## config.mk

```make
export PLATFORM = sky130hd
export DESIGN_NAME = fetch_unit
export DESIGN_NICKNAME = d
export VERILOG_FILES = /design/src/rtl/fetch_unit_pkg.sv /design/src/rtl/fetch_unit.sv
export SDC_FILE = /design/constraint.sdc
export NUM_CORES = 1
export LEC_CHECK = 0
export ABC_CLOCK_PERIOD_IN_PS = 2300
export CORE_MARGIN = 2
export CORE_UTILIZATION = 30
export CTS_CLUSTER_SIZE = 16
export DETAILED_ROUTE_END_ITERATION = 8
export GPL_ROUTABILITY_DRIVEN = 0
export PLACE_DENSITY = 0.69
export SYNTH_ARGS = -nofsm -noshare
export SYNTH_HDL_FRONTEND = slang
export SYNTH_SLANG_ARGS = --single-unit
```

## constraint.sdc

```tcl
create_clock -name clk -period 2.3 [get_ports clk]
set_input_delay 0.46 -clock clk [delete_from_list [all_inputs] [get_ports clk]]
set_output_delay 0.46 -clock clk [all_outputs]
set_load 0.02 [all_outputs]
```

## src/rtl/fetch_unit_pkg.sv

```systemverilog
// Shared core package: fetch FSM state encoding, the canonical NOP word and
// the PC-stage opcodes used by the front end of the core.
//
// Contents:
//   fetch_state_e  - fetch unit FSM states (IDLE / REQ / WAIT / HOLD)
//   NOP_INSTR      - addi x0,x0,0, substituted for faulted instructions
//   pc_op_e        - operations requested from the PC stage
//   pcMisaligned   - helper that flags a PC that is not word aligned
package fetch_unit_pkg;

  typedef enum logic [1:0] {
    FETCH_IDLE = 2'd0,
    FETCH_REQ  = 2'd1,
    FETCH_WAIT = 2'd2,
    FETCH_HOLD = 2'd3
  } fetch_state_e;

  localparam logic [31:0] NOP_INSTR = 32'h0000_0013;

  typedef enum logic [1:0] {
    PC_OP_HOLD     = 2'd0,
    PC_OP_STEP     = 2'd1,
    PC_OP_REDIRECT = 2'd2
  } pc_op_e;

  // Instruction words are 4 bytes, so any set bit in pc[1:0] is misaligned.
  function automatic logic pcMisaligned(input logic [1:0] pcLow);
    return pcLow != 2'b00;
  endfunction

endpackage

```

## src/rtl/fetch_unit.sv

```systemverilog
// Instruction fetch unit: issues one memory request at a time for the
// current PC, holds the returned instruction toward decode and tells the PC
// stage when to step.
//
// Ports:
//   clk, rst                  - clock and synchronous active-high reset
//   i_en                      - permission to start a new fetch
//   i_pc                      - current program counter from the PC stage
//   i_flush                   - one-cycle redirect pulse, kills in-flight work
//   o_imem_req_valid/_ready   - request handshake toward instruction memory
//   o_imem_addr               - request address
//   i_imem_rsp_valid/_data/_err - memory response
//   o_inst_valid/i_inst_ready - handshake toward decode
//   o_inst_data, o_inst_pc    - instruction word and its PC
//   o_inst_fault              - instruction faulted (data is then NOP)
//   o_pc_advance              - one-cycle pulse asking the PC stage to step
//
// Configuration:
//   FETCH_MISALIGN_CHECK_EN - when defined, a misaligned PC is not sent to
//   memory; it produces a faulted NOP directly.
module fetch_unit
  import fetch_unit_pkg::*;
#(
  parameter int XLEN = 32
) (
  input  logic            clk,
  input  logic            rst,
  input  logic            i_en,
  input  logic [XLEN-1:0] i_pc,
  input  logic            i_flush,
  output logic            o_imem_req_valid,
  input  logic            i_imem_req_ready,
  output logic [XLEN-1:0] o_imem_addr,
  input  logic            i_imem_rsp_valid,
  input  logic [XLEN-1:0] i_imem_rsp_data,
  input  logic            i_imem_rsp_err,
  output logic            o_inst_valid,
  input  logic            i_inst_ready,
  output logic [XLEN-1:0] o_inst_data,
  output logic [XLEN-1:0] o_inst_pc,
  output logic            o_inst_fault,
  output logic            o_pc_advance
);

  localparam logic [XLEN-1:0] NopWord = XLEN'(NOP_INSTR);

  fetch_state_e    state_q, state_d;
  logic            first_q, first_d;
  logic            drop_q, drop_d;
  logic [XLEN-1:0] addr_q, addr_d;
  logic [XLEN-1:0] instData_q, instData_d;
  logic [XLEN-1:0] instPc_q, instPc_d;
  logic            fault_q, fault_d;
  logic            misaligned;
  logic            reqFire;

  // The PC is sampled during the first REQ cycle rather than on the edge that
  // enters REQ: after an accept the PC stage only updates on that same edge,
  // so the fresh value is visible one cycle after o_pc_advance. first_q marks
  // that cycle; afterwards the latched copy keeps the address stable.
`ifdef FETCH_MISALIGN_CHECK_EN
  always_comb begin
    misaligned = 1'b0;
    if (state_q == FETCH_REQ && first_q) begin
      misaligned = pcMisaligned(i_pc[1:0]);
    end
  end
`else
  always_comb begin
    misaligned = 1'b0;
  end
`endif

  // State and datapath registers.
  always_ff @(posedge clk) begin
    if (rst) begin
      state_q    <= FETCH_IDLE;
      first_q    <= 1'b0;
      drop_q     <= 1'b0;
      addr_q     <= '0;
      instData_q <= NopWord;
      instPc_q   <= '0;
      fault_q    <= 1'b0;
    end else begin
      state_q    <= state_d;
      first_q    <= first_d;
      drop_q     <= drop_d;
      addr_q     <= addr_d;
      instData_q <= instData_d;
      instPc_q   <= instPc_d;
      fault_q    <= fault_d;
    end
  end

  // Next-state logic. A flush during REQ/WAIT cannot withdraw the request, so
  // it only arms drop_q; the matching response is then swallowed. A flush in
  // HOLD beats a simultaneous decode accept.
  always_comb begin
    state_d    = state_q;
    drop_d     = drop_q;
    addr_d     = addr_q;
    instData_d = instData_q;
    instPc_d   = instPc_q;
    fault_d    = fault_q;
    reqFire    = 1'b0;

    if (state_q == FETCH_REQ && first_q) begin
      addr_d = i_pc;
    end

    case (state_q)
      FETCH_IDLE: begin
        if (i_en) begin
          state_d = FETCH_REQ;
        end
      end
      FETCH_REQ: begin
        if (misaligned) begin
          if (i_flush) begin
            state_d = FETCH_REQ;
          end else begin
            state_d    = FETCH_HOLD;
            instData_d = NopWord;
            instPc_d   = i_pc;
            fault_d    = 1'b1;
          end
        end else begin
          reqFire = i_imem_req_ready;
          drop_d  = drop_q | i_flush;
          if (reqFire) begin
            state_d = FETCH_WAIT;
          end
        end
      end
      FETCH_WAIT: begin
        if (i_imem_rsp_valid) begin
          if (drop_q || i_flush) begin
            state_d = FETCH_REQ;
            drop_d  = 1'b0;
          end else begin
            state_d    = FETCH_HOLD;
            instData_d = i_imem_rsp_err ? NopWord : i_imem_rsp_data;
            instPc_d   = addr_q;
            fault_d    = i_imem_rsp_err;
          end
        end else begin
          drop_d = drop_q | i_flush;
        end
      end
      FETCH_HOLD: begin
        if (i_flush) begin
          state_d = FETCH_REQ;
        end else if (i_inst_ready) begin
          state_d = i_en ? FETCH_REQ : FETCH_IDLE;
        end
      end
      default: begin
        state_d = FETCH_IDLE;
      end
    endcase

    // REQ->REQ self-loops (stalls, flushes while waiting) keep the latched PC.
    first_d = (state_d == FETCH_REQ) && (state_q != FETCH_REQ);
  end

  // Output logic.
  always_comb begin
    o_imem_req_valid = (state_q == FETCH_REQ) && !misaligned;
    o_imem_addr      = (state_q == FETCH_REQ && first_q) ? i_pc : addr_q;
    o_inst_valid     = (state_q == FETCH_HOLD);
    o_inst_data      = instData_q;
    o_inst_pc        = instPc_q;
    o_inst_fault     = fault_q;
    o_pc_advance     = (state_q == FETCH_HOLD) && i_inst_ready && !i_flush && !rst;
  end

endmodule

```

Word-level counts from Yosys, hierarchy flattened
Index checks and enable logic that the tools add are counted.
{"block": "word_totals", "in_bits": 72, "word_cells": 40, "regBits": 101, "out_inout_bits": 100}
{"block": "op_classes", "n_reduce_logical": 12, "n_mux": 13, "n_eq_ne": 6, "n_bitwise": 2}
{"cell": "32-bit two-way mux", "count": 2}
{"cell": "2-bit two-way mux", "count": 6}
{"cell": "2-bit case mux with 4 select lines", "count": 1}
{"cell": "1-bit logical AND", "count": 5}
{"cell": "2-bit by 1-bit equality test with 1-bit output, second input constant", "count": 2}
{"cell": "2-bit equality test, second input constant", "count": 2}
{"cell": "1-bit two-way mux", "count": 3}
{"cell": "3-bit != test, second input constant", "count": 1}
{"cell": "3-bit AND reduction", "count": 1}
{"cell": "1-bit logical NOT", "count": 2}
{"cell": "2-bit logical NOT", "count": 1}
{"cell": "2-bit by 1-bit != test with 1-bit output, second input constant", "count": 1}
{"cell": "1-bit case mux with 2 select lines", "count": 1}
{"cell": "2-bit AND reduction", "count": 1}
{"cell": "2-bit nonzero test", "count": 1}
{"cell": "1-bit logical OR", "count": 1}
{"cell": "1-bit NOT", "count": 1}
{"cell": "1-bit bitwise OR", "count": 1}

Longest topological paths before layout
Gate-level depths: netlist of run 1.
{"block": "depth", "ltp_word": 6, "ltp_mapped": 6, "ltp_nobuf": 4}

Worst setup path before layout of run 1
Ideal clock, no wire load.
{"block": "synth_path", "path_type": "input -> output", "start": "in rst", "end": "out o_pc_advance", "path_slack_ps": 494, "t_arrival_ps": 1346, "n_path_buf": 2, "required_ps": 1840, "stages": 3, "cell_sequence": "clkbuf_1 > clkbuf_1 > nor3_1"}
{"block": "synth_between", "elab_chain_cells": 2}
{"item": "start, declared", "line_no": "fetch_unit.sv:27", "rtl": "input logic rst,"}
{"item": "1-bit logical NOT", "line_no": "fetch_unit.sv:174", "rtl": "o_pc_advance = (state_q == FETCH_HOLD) && i_inst_ready && !i_flush && !rst;"}
{"item": "1-bit logical AND", "line_no": "fetch_unit.sv:174"}
{"item": "end, declared", "line_no": "fetch_unit.sv:42", "rtl": "output logic o_pc_advance"}
Every way passes these cells.

Final worst setup path of run 1
{"block": "layout_path", "start": "reg state_q[1]", "end": "out o_imem_addr[31]"}
{"block": "layout_between", "elab_chain_cells": 3}
{"item": "start, declared", "line_no": "fetch_unit.sv:47", "rtl": "fetch_state_e state_q, state_d;"}
{"item": "start signal, assigned", "line_no": "fetch_unit.sv:85", "rtl": "state_q <= state_d;"}
{"item": "2-bit by 1-bit equality test with 1-bit output", "line_no": "fetch_unit.sv:169", "rtl": "o_imem_addr = (state_q == FETCH_REQ && first_q) ? i_pc : addr_q;"}
{"item": "1-bit logical AND", "line_no": "fetch_unit.sv:169"}
{"item": "32-bit two-way mux"}
{"item": "end, declared", "line_no": "fetch_unit.sv:33", "rtl": "output logic [XLEN-1:0] o_imem_addr,"}
Every way passes these cells.

==> run summary, run 1 <==
## Outcome
- **outcome** complete, no violations

## STA
- **slew at the pin with the worst max-slew slack** 1019 ps
- **part of the cycle the worst path needs** 0.9675
- **WHS** 451.6 ps
- **Final setup violation count** 0
- **unrepaired setup endpoints after global routing** false
- **total count of hold-check failures in the final report** 0
- **max-slew violation total from the final report** 0
- **worst setup skew after layout** 5.674 ps
- **upper clock frequency limit** 0.4494 GHz
- **clock period minus final worst setup slack** 2225 ps
- **Max-slew headroom** 0.3206

## Floorplan
- **I/O pin cnt** 172
- **Initial Util** 0.3045
- **horizontal die dimension** 119.2 um
- **core area** 13090 um2
- **Die ar.** 14220 um2
- **overall die height** 119.2 um
- **number of standard-cell rows in the floorplan** 42

## Logic synthesis
- **Post-Syn Nets** 497
- **flip-flop and latch count after synthesis** 101
- **sequential fraction of the synthesis area** 0.5075
- **syn_area_per_cell** 9.374 um2
- **Mapped Area** 3984 um2
- **Yosys warnings** 0
- **number of distinct library cell variants in the gate-level netlist after synthesis** 27
- **Post-Synthesis Cells** 425

## Route
- **highest metal layer with signal wires** met4
- **number of DRC markers in iteration 0** 198
- **number of remaining DRC errors** 0
- **antenna viol nets, final** 0
- **Metal-1 WL** 4366 um
- **met3 layer wire length in the routed design** 959 um
- **Routed Wire Length** 10190 um
- **Detailed Routing Iterations Pass 1** 4
- **vias after detailed routing** 3433
- **routed len/inst** 13.14 um
- **via density per instance** 4.430
- **met2 layer wire length in the routed design** 4728 um

## Min path
- **number of cells traversed by the worst hold path** 2
- **hold path start** o_inst_data[19]
- **Min-Delay Path Class** register to register
- **hold endpoint** o_inst_data[19]

## Setup path
- **required time of the critical path** 1840 ps
- **number of cells traversed by the worst register-to-register path** 7
- **Worst path top cell family by delay** buffers and inverters
- **CP max stage cell** sky130_fd_sc_hd__mux2_1
- **startpoint of the worst setup timing path** state_q[1]
- **crit-path cells** and2b_4, nand2_2, buf_12, mux2_1, clkdlybuf4s15_1
- **crit path launch type** register
- **flop2flop setup slack** 530 ps
- **Reg2Reg Capture Point** o_inst_pc[17]
- **delay of the slowest cell on the worst path** 320 ps
- **Worst setup EP type** output port
- **data arrival time of the critical path** 1770 ps
- **critical path type** register to output port
- **maximum fanout along the worst path** 15
- **startpoint of the lowest-slack register-to-register path** state_q[1]
- **number of buffer and inverter stages on the critical path** 2

## Clock tree
- **number of resized instances in the post-cts repair step** 108
- **Hold Buf Count CTS** 0
- **Clock Sink Count** 101
- **CTS root buf** sky130_fd_sc_hd__clkbuf_16
- **TritonCTS clock tree** built
- **H-Tree Depth** 3
- **buffer count from post-CTS setup fixing** 0
- **clock transition at the registers of the reported paths** 70 ps
- **clock network latency to the later pin of the worst-skew pair** 330 ps
- **Inserted Clock Buffers** 9
- **maximum root-to-sink buffer count** 2

## Power
- **static leakage** 2.358 nW
- **VDD IR-drop max** 0.0002841 V
- **power density of the placed cells** 605.9 nW/um2

## GRT
- **largest net degree at the start of global routing** 101
- **wire length of the first global-routing pass** 16280 um
- **global routing usage summed across all routing layers** 0.1418
- **remaining global-route overflow** 0
- **number of global-route vias before repair** 3327
- **initial antenna violation count** 0

## Placement
- **half-perimeter wire length after placement** 7108 um
- **Inst Count DP** 759
- **IO Port Bufs** 171

## Finish
- **Antenna diodes** 0
- **fraction of layout instances using a drive strength above 1** 0.1569
- **number of standard cells in the final layout excluding fillers** 775
- **growth of design area from synthesis to finish** 52.80%
- **number of nets in the final layout** 666

## Job
- **number of max-cap violations** 0

-- worst register-to-register path: stages, from the launching register on --
cell and delay (ps):
sky130_fd_sc_hd__dfxtp_1 320, sky130_fd_sc_hd__buf_4 160, sky130_fd_sc_hd__nand2b_1 80, sky130_fd_sc_hd__buf_4 150
sky130_fd_sc_hd__or3_2 490, sky130_fd_sc_hd__buf_4 240, sky130_fd_sc_hd__nand2_1 110, sky130_fd_sc_hd__a21oi_1 60
-- stage by stage --
stage          worst slack, ps    util  power, mW  area [um2]  TNS [ps]
4_1_cts                  23.89  0.4650      3.749        6085         0
6_report                 74.69  0.4652      3.688        6087         0
2_1_floorplan            494.2       -      2.038        3984         0
5_1_grt                  6.609  0.4652      3.855        6087         0
3_5_place_dp            -33.90  0.4530      2.274        5927    -33.90
3_3_place_gp            -25.57  0.4530      2.270        5927    -25.57
-- per-layer routing --
metal | global-route usage | vias up
li1 | - | 1746
met1 | 0.1626 | 1563
met2 | 0.2367 | 114
met3 | 0.07040 | 10
met4 | 0.03274 | 0
met5 | 0 | -
-- flip-flops by register name, summed over array words and instances (netlist names) --
| name | cells |
|---|---|
| addr_q | 32 |
| o_inst_data | 32 |
| o_inst_pc | 32 |
| state_q | 2 |
| drop_q | 1 |
| first_q | 1 |
| o_inst_fault | 1 |
-- worst max-delay path by stage --
stage / endpoint / slack, ps / cells after the start
2_1_floorplan: o_pc_advance / 490 / 3
3_3_place_gp: o_pc_advance / -30 / 4
3_5_place_dp: o_pc_advance / -30 / 4
4_1_cts: o_imem_addr[31] / 20 / 5
5_1_grt: o_imem_addr[31] / 7 / 5
6_report: o_imem_addr[31] / 70 / 5
-- cell usage in the layout, fill, tap and decap left out, types with 4 or more instances in the layout --
| cell type | n |
|---|---|
| sky130_fd_sc_hd__nor2_1 | 6 |
| sky130_fd_sc_hd__nor3_1 | 4 |
| sky130_fd_sc_hd__nand3b_1 | 29 |
| sky130_fd_sc_hd__buf_2 | 25 |
| sky130_fd_sc_hd__dfxtp_1 | 101 |
| sky130_fd_sc_hd__nand2_1 | 98 |
| sky130_fd_sc_hd__clkbuf_16 | 9 |
| sky130_fd_sc_hd__buf_4 | 18 |
| sky130_fd_sc_hd__o21ai_0 | 4 |
| sky130_fd_sc_hd__clkdlybuf4s50_1 | 137 |
| sky130_fd_sc_hd__a21oi_1 | 64 |
| sky130_fd_sc_hd__dlygate4sd2_1 | 6 |
| sky130_fd_sc_hd__mux2_4 | 30 |
| sky130_fd_sc_hd__nor2b_1 | 32 |
-- logic make-up (layout without fill, tap and decap cells) --
| kind of cell | Yosys count | in the layout | share of synthesized area |
|---|---|---|---|
| and+or+nand+nor | 181 | 181 | 0.2268 |
| muxes | 32 | 32 | 0.1187 |
| DFF | 101 | 101 | 0.5075 |
| buffers and inverters | 35 | 209 | 0.04711 |
| AOI/OAI and AO/OA | 76 | 76 | 0.09987 |
-- layout make-up --
type | count | area, um2
Timing Repair Buffer | 191 | 1764
Clock inverter | 5 | 60.06
Inverter | 2 | 7.507
Clock buffer | 11 | 232.7
Fill cell | 1238 | 6998
Multi-Input combinational cell | 289 | 1780
Sequential cell | 101 | 2022
Tap cell | 176 | 220.2
-- power breakdown --
| group | switching (mW) | internal (mW) | total, mW |
|---|---|---|---|
| Sequential | 0.0144 | 1.77 | 1.79 |
| Combinational | 0.181 | 0.237 | 0.418 |
| Clock | 0.633 | 0.848 | 1.48 |
-- Yosys cell counts --
library cell | n | share of area
sky130_fd_sc_hd__dfxtp_1 | 101 | 0.51
sky130_fd_sc_hd__nand2_1 | 98 | 0.092
sky130_fd_sc_hd__a21oi_1 | 64 | 0.080
sky130_fd_sc_hd__nor2b_1 | 32 | 0.050
sky130_fd_sc_hd__mux2_4 | 30 | 0.11
sky130_fd_sc_hd__nand3b_1 | 29 | 0.055
sky130_fd_sc_hd__clkbuf_1 | 15 | 0.014
sky130_fd_sc_hd__buf_2 | 9 | 0.011
sky130_fd_sc_hd__buf_4 | 6 | 0.011
sky130_fd_sc_hd__nor2_1 | 6 | 0.0057
sky130_fd_sc_hd__nor3_1 | 5 | 0.0063
sky130_fd_sc_hd__o21ai_0 | 4 | 0.0050
sky130_fd_sc_hd__buf_6 | 3 | 0.0085
sky130_fd_sc_hd__nand2b_1 | 3 | 0.0047
sky130_fd_sc_hd__o21bai_1 | 3 | 0.0057
sky130_fd_sc_hd__a22oi_1 | 2 | 0.0038
sky130_fd_sc_hd__and3_1 | 2 | 0.0031
sky130_fd_sc_hd__inv_1 | 2 | 0.0019
sky130_fd_sc_hd__mux2_1 | 2 | 0.0057
sky130_fd_sc_hd__nand3_1 | 2 | 0.0025
sky130_fd_sc_hd__a221oi_1 | 1 | 0.0022
sky130_fd_sc_hd__a31oi_1 | 1 | 0.0016
sky130_fd_sc_hd__and2_1 | 1 | 0.0016
sky130_fd_sc_hd__and2b_4 | 1 | 0.0025
sky130_fd_sc_hd__nand2_2 | 1 | 0.0016
sky130_fd_sc_hd__o21ai_1 | 1 | 0.0013
sky130_fd_sc_hd__or3_1 | 1 | 0.0016
Note: power is estimated with default switching activity, not from simulation.
==> run 2, diff against run 1 <==
--- a/config.mk
+++ b/config.mk
@@ -11,6 +11,7 @@
 export CTS_CLUSTER_SIZE = 16
 export DETAILED_ROUTE_END_ITERATION = 8
 export GPL_ROUTABILITY_DRIVEN = 0
+export HOLD_SLACK_MARGIN = 0.1
 export PLACE_DENSITY = 0.69
 export SYNTH_ARGS = -nofsm -noshare
 export SYNTH_HDL_FRONTEND = slang
==> results of run 2 <==
Same layout as run 1: the final DEF is identical, and so are final timing and power.
